$ cat config.mk
export PLATFORM = sky130hd
export DESIGN_NAME = sha256_block_padder
export DESIGN_NICKNAME = d
export VERILOG_FILES = /design/src/rtl/sha256_pkg.sv /design/src/rtl/sha256_out_reg.sv /design/src/rtl/sha256_block_padder.sv
export SDC_FILE = /design/constraint.sdc
export NUM_CORES = 1
export LEC_CHECK = 0
export BUFFER_PORTS_ARGS = -buffer_cell sky130_fd_sc_hd__buf_4
export CAP_MARGIN = 0
export CORE_MARGIN = 4
export CORE_UTILIZATION = 45
export CTS_CLUSTER_SIZE = 40
export DETAILED_ROUTE_END_ITERATION = 10
export PLACE_DENSITY = 0.76
export SLEW_MARGIN = 40
export SYNTH_ARGS = -nofsm -noshare
export SYNTH_HDL_FRONTEND = slang
export SYNTH_SLANG_ARGS = --single-unit
$ cat constraint.sdc
create_clock -name clk -period 1.8 [get_ports clk]
set_input_delay 0.18 -clock clk [delete_from_list [all_inputs] [get_ports clk]]
set_output_delay 0.18 -clock clk [all_outputs]
set_load 0.1 [all_outputs]
$ cat src/rtl/sha256_pkg.sv
// Shared SHA-256 definitions: padder FSM states, padding constants and block-count helper.
package sha256_pkg;

  typedef enum logic [2:0] {
    ST_IDLE,
    ST_MSG,
    ST_PAD,
    ST_ZERO,
    ST_LEN_HI,
    ST_LEN_LO,
    ST_FIN
  } sha256_state_e;

  localparam logic [31:0] SHA256_PAD_WORD    = 32'h8000_0000;
  localparam int          SHA256_BLOCK_WORDS = 16;

  // Blocks needed for L message words: pad word plus two length words must fit.
  function automatic int unsigned sha256_num_blocks(input int unsigned l);
    return (l + 32'd2) / 32'd16 + 32'd1;
  endfunction

endpackage

$ cat src/rtl/sha256_out_reg.sv
// One-entry valid/ready output stage carrying data, block index and last flags.
// Loads whenever empty or being drained; fields hold while stalled (out_valid && !out_ready).
module sha256_out_reg (
  input  logic        clk,
  input  logic        reset_n,
  input  logic        load_valid,
  input  logic [31:0] load_data,
  input  logic [3:0]  load_idx,
  input  logic        load_block_last,
  input  logic        load_msg_last,
  output logic        load_en,
  output logic        out_valid,
  input  logic        out_ready,
  output logic [31:0] out_data,
  output logic [3:0]  out_idx,
  output logic        out_block_last,
  output logic        out_msg_last
);

  assign load_en = !out_valid || out_ready;

  always_ff @(posedge clk or negedge reset_n) begin
    if (!reset_n) begin
      out_valid      <= 1'b0;
      out_data       <= '0;
      out_idx        <= '0;
      out_block_last <= 1'b0;
      out_msg_last   <= 1'b0;
    end else if (load_en) begin
      out_valid <= load_valid;
      if (load_valid) begin
        out_data       <= load_data;
        out_idx        <= load_idx;
        out_block_last <= load_block_last;
        out_msg_last   <= load_msg_last;
      end
    end
  end

endmodule

$ cat src/rtl/sha256_block_padder.sv
// Streams a message of L words into padded 512-bit blocks (16 words), one registered stage of latency.
// Optional length check on in_last built when SHA256_PADDER_LEN_CHECK_EN is defined.
module sha256_block_padder
  import sha256_pkg::*;
#(
  parameter int LEN_W = 16
) (
  input  logic             clk,
  input  logic             reset_n,
  input  logic             start,
  input  logic [LEN_W-1:0] msg_words,
  output logic             busy,
  output logic             done,
  input  logic             in_valid,
  output logic             in_ready,
  input  logic [31:0]      in_data,
`ifdef SHA256_PADDER_LEN_CHECK_EN
  input  logic             in_last,
  output logic             len_err,
`endif
  output logic             out_valid,
  input  logic             out_ready,
  output logic [31:0]      out_data,
  output logic [3:0]       out_idx,
  output logic             out_block_last,
  output logic             out_msg_last
);

  localparam int IDX_W = $clog2(SHA256_BLOCK_WORDS);

  sha256_state_e    state, state_nxt;
  logic [LEN_W-1:0] len_q;
  logic [LEN_W-1:0] remain;
  logic [IDX_W-1:0] gen_idx;
  logic [IDX_W-1:0] idx_inc;
  logic             gen_valid;
  logic [31:0]      gen_data;
  logic             load_en;
  logic             start_acc;
  logic             in_fire;
  logic             done_q;
  logic [63:0]      len_bits;

  assign len_bits  = {{(64-LEN_W){1'b0}}, len_q} << 5;
  assign start_acc = start && (state == ST_IDLE);
  assign in_ready  = (state == ST_MSG) && load_en;
  assign in_fire   = in_valid && in_ready;
  assign idx_inc   = gen_idx + IDX_W'(1);
  assign busy      = (state != ST_IDLE);
  assign done      = done_q;

  always_ff @(posedge clk or negedge reset_n) begin
    if (!reset_n) state <= ST_IDLE;
    else          state <= state_nxt;
  end

  always_comb begin
    state_nxt = state;
    gen_valid = 1'b0;
    gen_data  = '0;
    case (state)
      ST_IDLE: begin
        if (start) state_nxt = (msg_words == '0) ? ST_PAD : ST_MSG;
      end
      ST_MSG: begin
        gen_valid = in_valid;
        gen_data  = in_data;
        if (in_fire && remain == LEN_W'(1)) state_nxt = ST_PAD;
      end
      ST_PAD: begin
        gen_valid = 1'b1;
        gen_data  = SHA256_PAD_WORD;
        if (load_en) state_nxt = (idx_inc == IDX_W'(14)) ? ST_LEN_HI : ST_ZERO;
      end
      ST_ZERO: begin
        gen_valid = 1'b1;
        if (load_en && idx_inc == IDX_W'(14)) state_nxt = ST_LEN_HI;
      end
      ST_LEN_HI: begin
        gen_valid = 1'b1;
        gen_data  = len_bits[63:32];
        if (load_en) state_nxt = ST_LEN_LO;
      end
      ST_LEN_LO: begin
        gen_valid = 1'b1;
        gen_data  = len_bits[31:0];
        if (load_en) state_nxt = ST_FIN;
      end
      // Hold until the length word has left the output stage.
      ST_FIN: begin
        if (out_valid && out_ready) state_nxt = ST_IDLE;
      end
      default: state_nxt = ST_IDLE;
    endcase
  end

  always_ff @(posedge clk or negedge reset_n) begin
    if (!reset_n) begin
      len_q   <= '0;
      remain  <= '0;
      gen_idx <= '0;
      done_q  <= 1'b0;
    end else begin
      done_q <= (state == ST_FIN) && out_valid && out_ready;
      if (start_acc) begin
        len_q   <= msg_words;
        remain  <= msg_words;
        gen_idx <= '0;
      end
      if (gen_valid && load_en) gen_idx <= idx_inc;
      if (in_fire) remain <= remain - LEN_W'(1);
    end
  end

`ifdef SHA256_PADDER_LEN_CHECK_EN
  always_ff @(posedge clk or negedge reset_n) begin
    if (!reset_n)                                     len_err <= 1'b0;
    else if (start_acc)                               len_err <= 1'b0;
    else if (in_fire && (in_last != (remain == LEN_W'(1)))) len_err <= 1'b1;
  end
`endif

  sha256_out_reg u_out_reg (
    .clk             (clk),
    .reset_n         (reset_n),
    .load_valid      (gen_valid),
    .load_data       (gen_data),
    .load_idx        (gen_idx),
    .load_block_last (gen_idx == IDX_W'(15)),
    .load_msg_last   (state == ST_LEN_LO),
    .load_en         (load_en),
    .out_valid       (out_valid),
    .out_ready       (out_ready),
    .out_data        (out_data),
    .out_idx         (out_idx),
    .out_block_last  (out_block_last),
    .out_msg_last    (out_msg_last)
  );

endmodule

==> results.yml <==
power_and_ir_drop:
  switching_share_pct: 50.5
  leakage_nw: 2.45
  finalPower_mw: 10.4
  pwr-share-seq_pct: 29.0
  power_frac_comb_pct: 57.4
  powerDensity_nw_per_um2: 2010
  p_sw_mw: 5.25
  power.internal_mw: 5.15
  clock_power_share_pct: 13.6
  max-vdd-ir-drop_v: 0.000976
sta:
  finClkSkew_ns: 0.00834
  fin_crit_sh_pct: 104
  clock.fmax_mhz: 536
  drv_slew: 0
  maxSlewHeadroom_pct: 58.6
  setup_violations: 5
  min_period_ns: 1.87
  rsz0062_at_grt: "yes"
  tightest_slew_ns: 0.621
  setup_ws_ns: -0.0658
  hold_violations: 0
synth:
  syn_avg_cell_area_um2: 9.22
  synthXorXnorAreaFrac_pct: 0.234
  synth.area.top_cells: "dfrtp_1, nand2_1, o21ai_0, a22oi_1, ha_1"
  synth_edf_count: 0
  synth-compound-area-share_pct: 16.5
  synth_common_cells: "nand2_1, dfrtp_1, o21ai_0, nor2_1"
  synth-seq-cells: 79
  synth_fa_ha_area_share_pct: 2.01
  seq_area_frac_synth_pct: 52.8
  synth_ff_type: "dfrtp_1"
  synth_area_um2: 3740
  ys.warnings.count: 0
  yosysTopAreaCell: "dfrtp_1"
  synthArstFlopShare_pct: 100
  synth.most_common_cell: "nand2_1"
  synth_top_family_by_area: "simple AND/OR/NAND/NOR gates"
  yosysUniqueCellTypes: 51
  muxShareOfSynthArea_pct: 2.31
  synth.top_cell.area_share_pct: 52.8
  syn-num-nets: 465
  synthCells: 406
  yosys.area_share.simple_pct: 22.5
clocking:
  htreeDepth: 3
  cts_tree: "done"
  clk_pin_slew_ns: 0.08
  cts_sinks: 79
  cts_buffer_depth: 2
  insertion_delay_ns: 0.34
  cts_made_buffers: 9
  cts-root-buf: "clkbuf_8"
route:
  ant_nets: 0
  drc: 0
  drt_wl_total_um: 10200
  routed_via_density: 5.50
  num_vias: 3500
  firstDrtPassIters: 5
  wl_per_cell_um: 16.0
  drtIter0Drc: 236
critical_path:
  ff2ff_setup_slack_ns: -0.06
  max_stage_delay_ns: 0.43
  startpoint: "state[2]$_DFFE_PN0P_"
  slowest_stage: "dfrtp_2"
  r2r_start: "state[2]$_DFFE_PN0P_"
  arrival_ns: 1.69
  critPathRequiredTime_ns: 1.62
  rr_endpoint: "state[1]$_DFFE_PN0P_"
  path_cells: "buf_6, nor3b_4, buf_6, buf_12, and2_4, buf_12"
  r2r_cells: 6
  end_kind: "output pin"
  critical_path_class: "reg -> out"
  startpoint_type: "flop"
  crit_fanout: 3
grt:
  met2_usage_pct: 33.7
  grt_use_total_pct: 20.3
  busiest_layer: "met2"
  grt_overflow: 0
  grt_pass1_wl_um: 16200
  first_global_vias: 3382
  grt_antenna_before_repair: 0
  met1_usage_pct: 26.8
  grt_util_met3_pct: 3.16
  grt_start_max_net_pins: 51
outcome:
  status: "finished with violations"
  violations: "setup timing"
floorplan:
  die_y_um: 99.2
  fp.dieArea_um2: 9840
  ios: 95
  core_um2: 8130
  start_util_pct: 46.0
  rows: 33
  die_width_um: 99.2
layout:
  drive_gt1_share_pct: 33.3
  final_util_pct: 63.7
  n_antenna_cell: 0
  num-nets-final: 586
  area_growth_pct: 38.3
placement:
  portBuffers: 94
  place_congestion: 0.912
  dp_hpwl_um: 7030
worst_hold_path:
  hp-class: "in -> reg"
  min-delay-start: "msg_words[8]"
  hold-path-endpoint: "len_q[8]$_DFFE_PN0P_"
  holdPathStages: 3
job:
  drv_cap: 0
[metrics by stage]
step / hold WS [ns] / cell area (um^2) / TNS [ns] / setup slack [ns] / instances
after floorplan: -0.116 / 3760 / -0.0365 / -0.0122 / 406
after global placement: 0.209 / 4730 / -0.0339 / -0.0339 / 609
after detailed placement: 0.215 / 4730 / -0.226 / -0.104 / 609
after CTS: 0.0461 / 5080 / -0.0211 / -0.0211 / 631
after global routing: 0.0625 / 5180 / -1.42 / -0.144 / 636
final: 0.0544 / 5180 / -0.175 / -0.0658 / 636
[worst max-delay path: cells and delay by family, from the launching register on]
family,cells,cell delay [ns]
buf+inv,4,0.53
simple gates,2,0.37
flops,1,0.43
[power groups by stage]
stage | sequential [mW] | combinational [mW] | clock [mW]
final | 3.01 | 5.98 | 1.42
after global routing | 3.09 | 6.37 | 1.51
after CTS | 3.00 | 5.83 | 1.44
after detailed placement | 3.01 | 5.49 | 0
after global placement | 2.97 | 5.37 | 0
after floorplan | 4.73 | 2.31 | 0
[worst max-delay path by stage]
stage / endpoint
after floorplan: u_out_reg.out_idx[0]$_DFFE_PN0P_
after global placement: state[0]$_DFFE_PN0P_
after detailed placement: state[0]$_DFFE_PN0P_
after CTS: state[0]$_DFFE_PN0P_
after global routing: state[0]$_DFFE_PN0P_
final: in_ready
[routing by layer]
layer / wire [um] / vias up
li1: - / 1661
met1: 4350 / 1667
met2: 5010 / 151
met3: 648 / 21
met4: 198 / 0
met5: 0 / -
[cell families after synthesis]
group | Yosys count
xor+xnor | 1
simple gates | 183
mux | 8
compound gates | 97
flops | 79
buf+inv | 32
fa+ha+maj | 6
[sequential cells by signal, summed over array words and instances, names as in the netlist]
| signal | flops |
|---|---|
| done | 1 |
| gen_idx | 4 |
| len_q | 16 |
| remain | 16 |
| state | 3 |
| u_out_reg.out_block_last | 1 |
| u_out_reg.out_data | 32 |
| u_out_reg.out_idx | 4 |
| u_out_reg.out_msg_last | 1 |
| u_out_reg.out_valid | 1 |
[what timing repair did]
action,in CTS,in global routing
endpoints found under the hold margin,42,0
gates resized for setup,16,26
endpoints found under the setup margin,8,42
hold buffers,1,0
pin swaps,6,22
buffers inserted,5,6
cloned,1,0
[cell type report]
type,count,area [um^2]
multi-input combinational,295,1730
tap,105,131
timing repair buffer,134,1090
sequential,79,1980
inverter,8,30.0
clock inverter,5,82.6
clock buffer,10,128
fill,634,2960
[cells in the final DEF (no fill, tap or decap), types with 4 or more instances in the layout]
| master | Yosys | layout |
|---|---|---|
| nand2_1 | 115 | 112 |
| nand3_1 | 8 | 8 |
| ha_1 | 6 | 5 |
| clkbuf_8 | 0 | 9 |
| buf_4 | 1 | 123 |
| nand4_1 | 5 | 5 |
| o21ai_0 | 38 | 30 |
| buf_6 | 1 | 5 |
| nor3_1 | 5 | 5 |
| nor2_1 | 20 | 20 |
| buf_12 | 0 | 5 |
| nor2b_1 | 4 | 4 |
| inv_1 | 8 | 7 |
| dfrtp_1 | 79 | 75 |
| a21oi_1 | 11 | 11 |
| o21ai_1 | 2 | 9 |
| a22oi_1 | 16 | 16 |
| nor4_1 | 9 | 6 |
| o211ai_1 | 5 | 5 |
No activity file was read; power rests on OpenSTA's default activity.
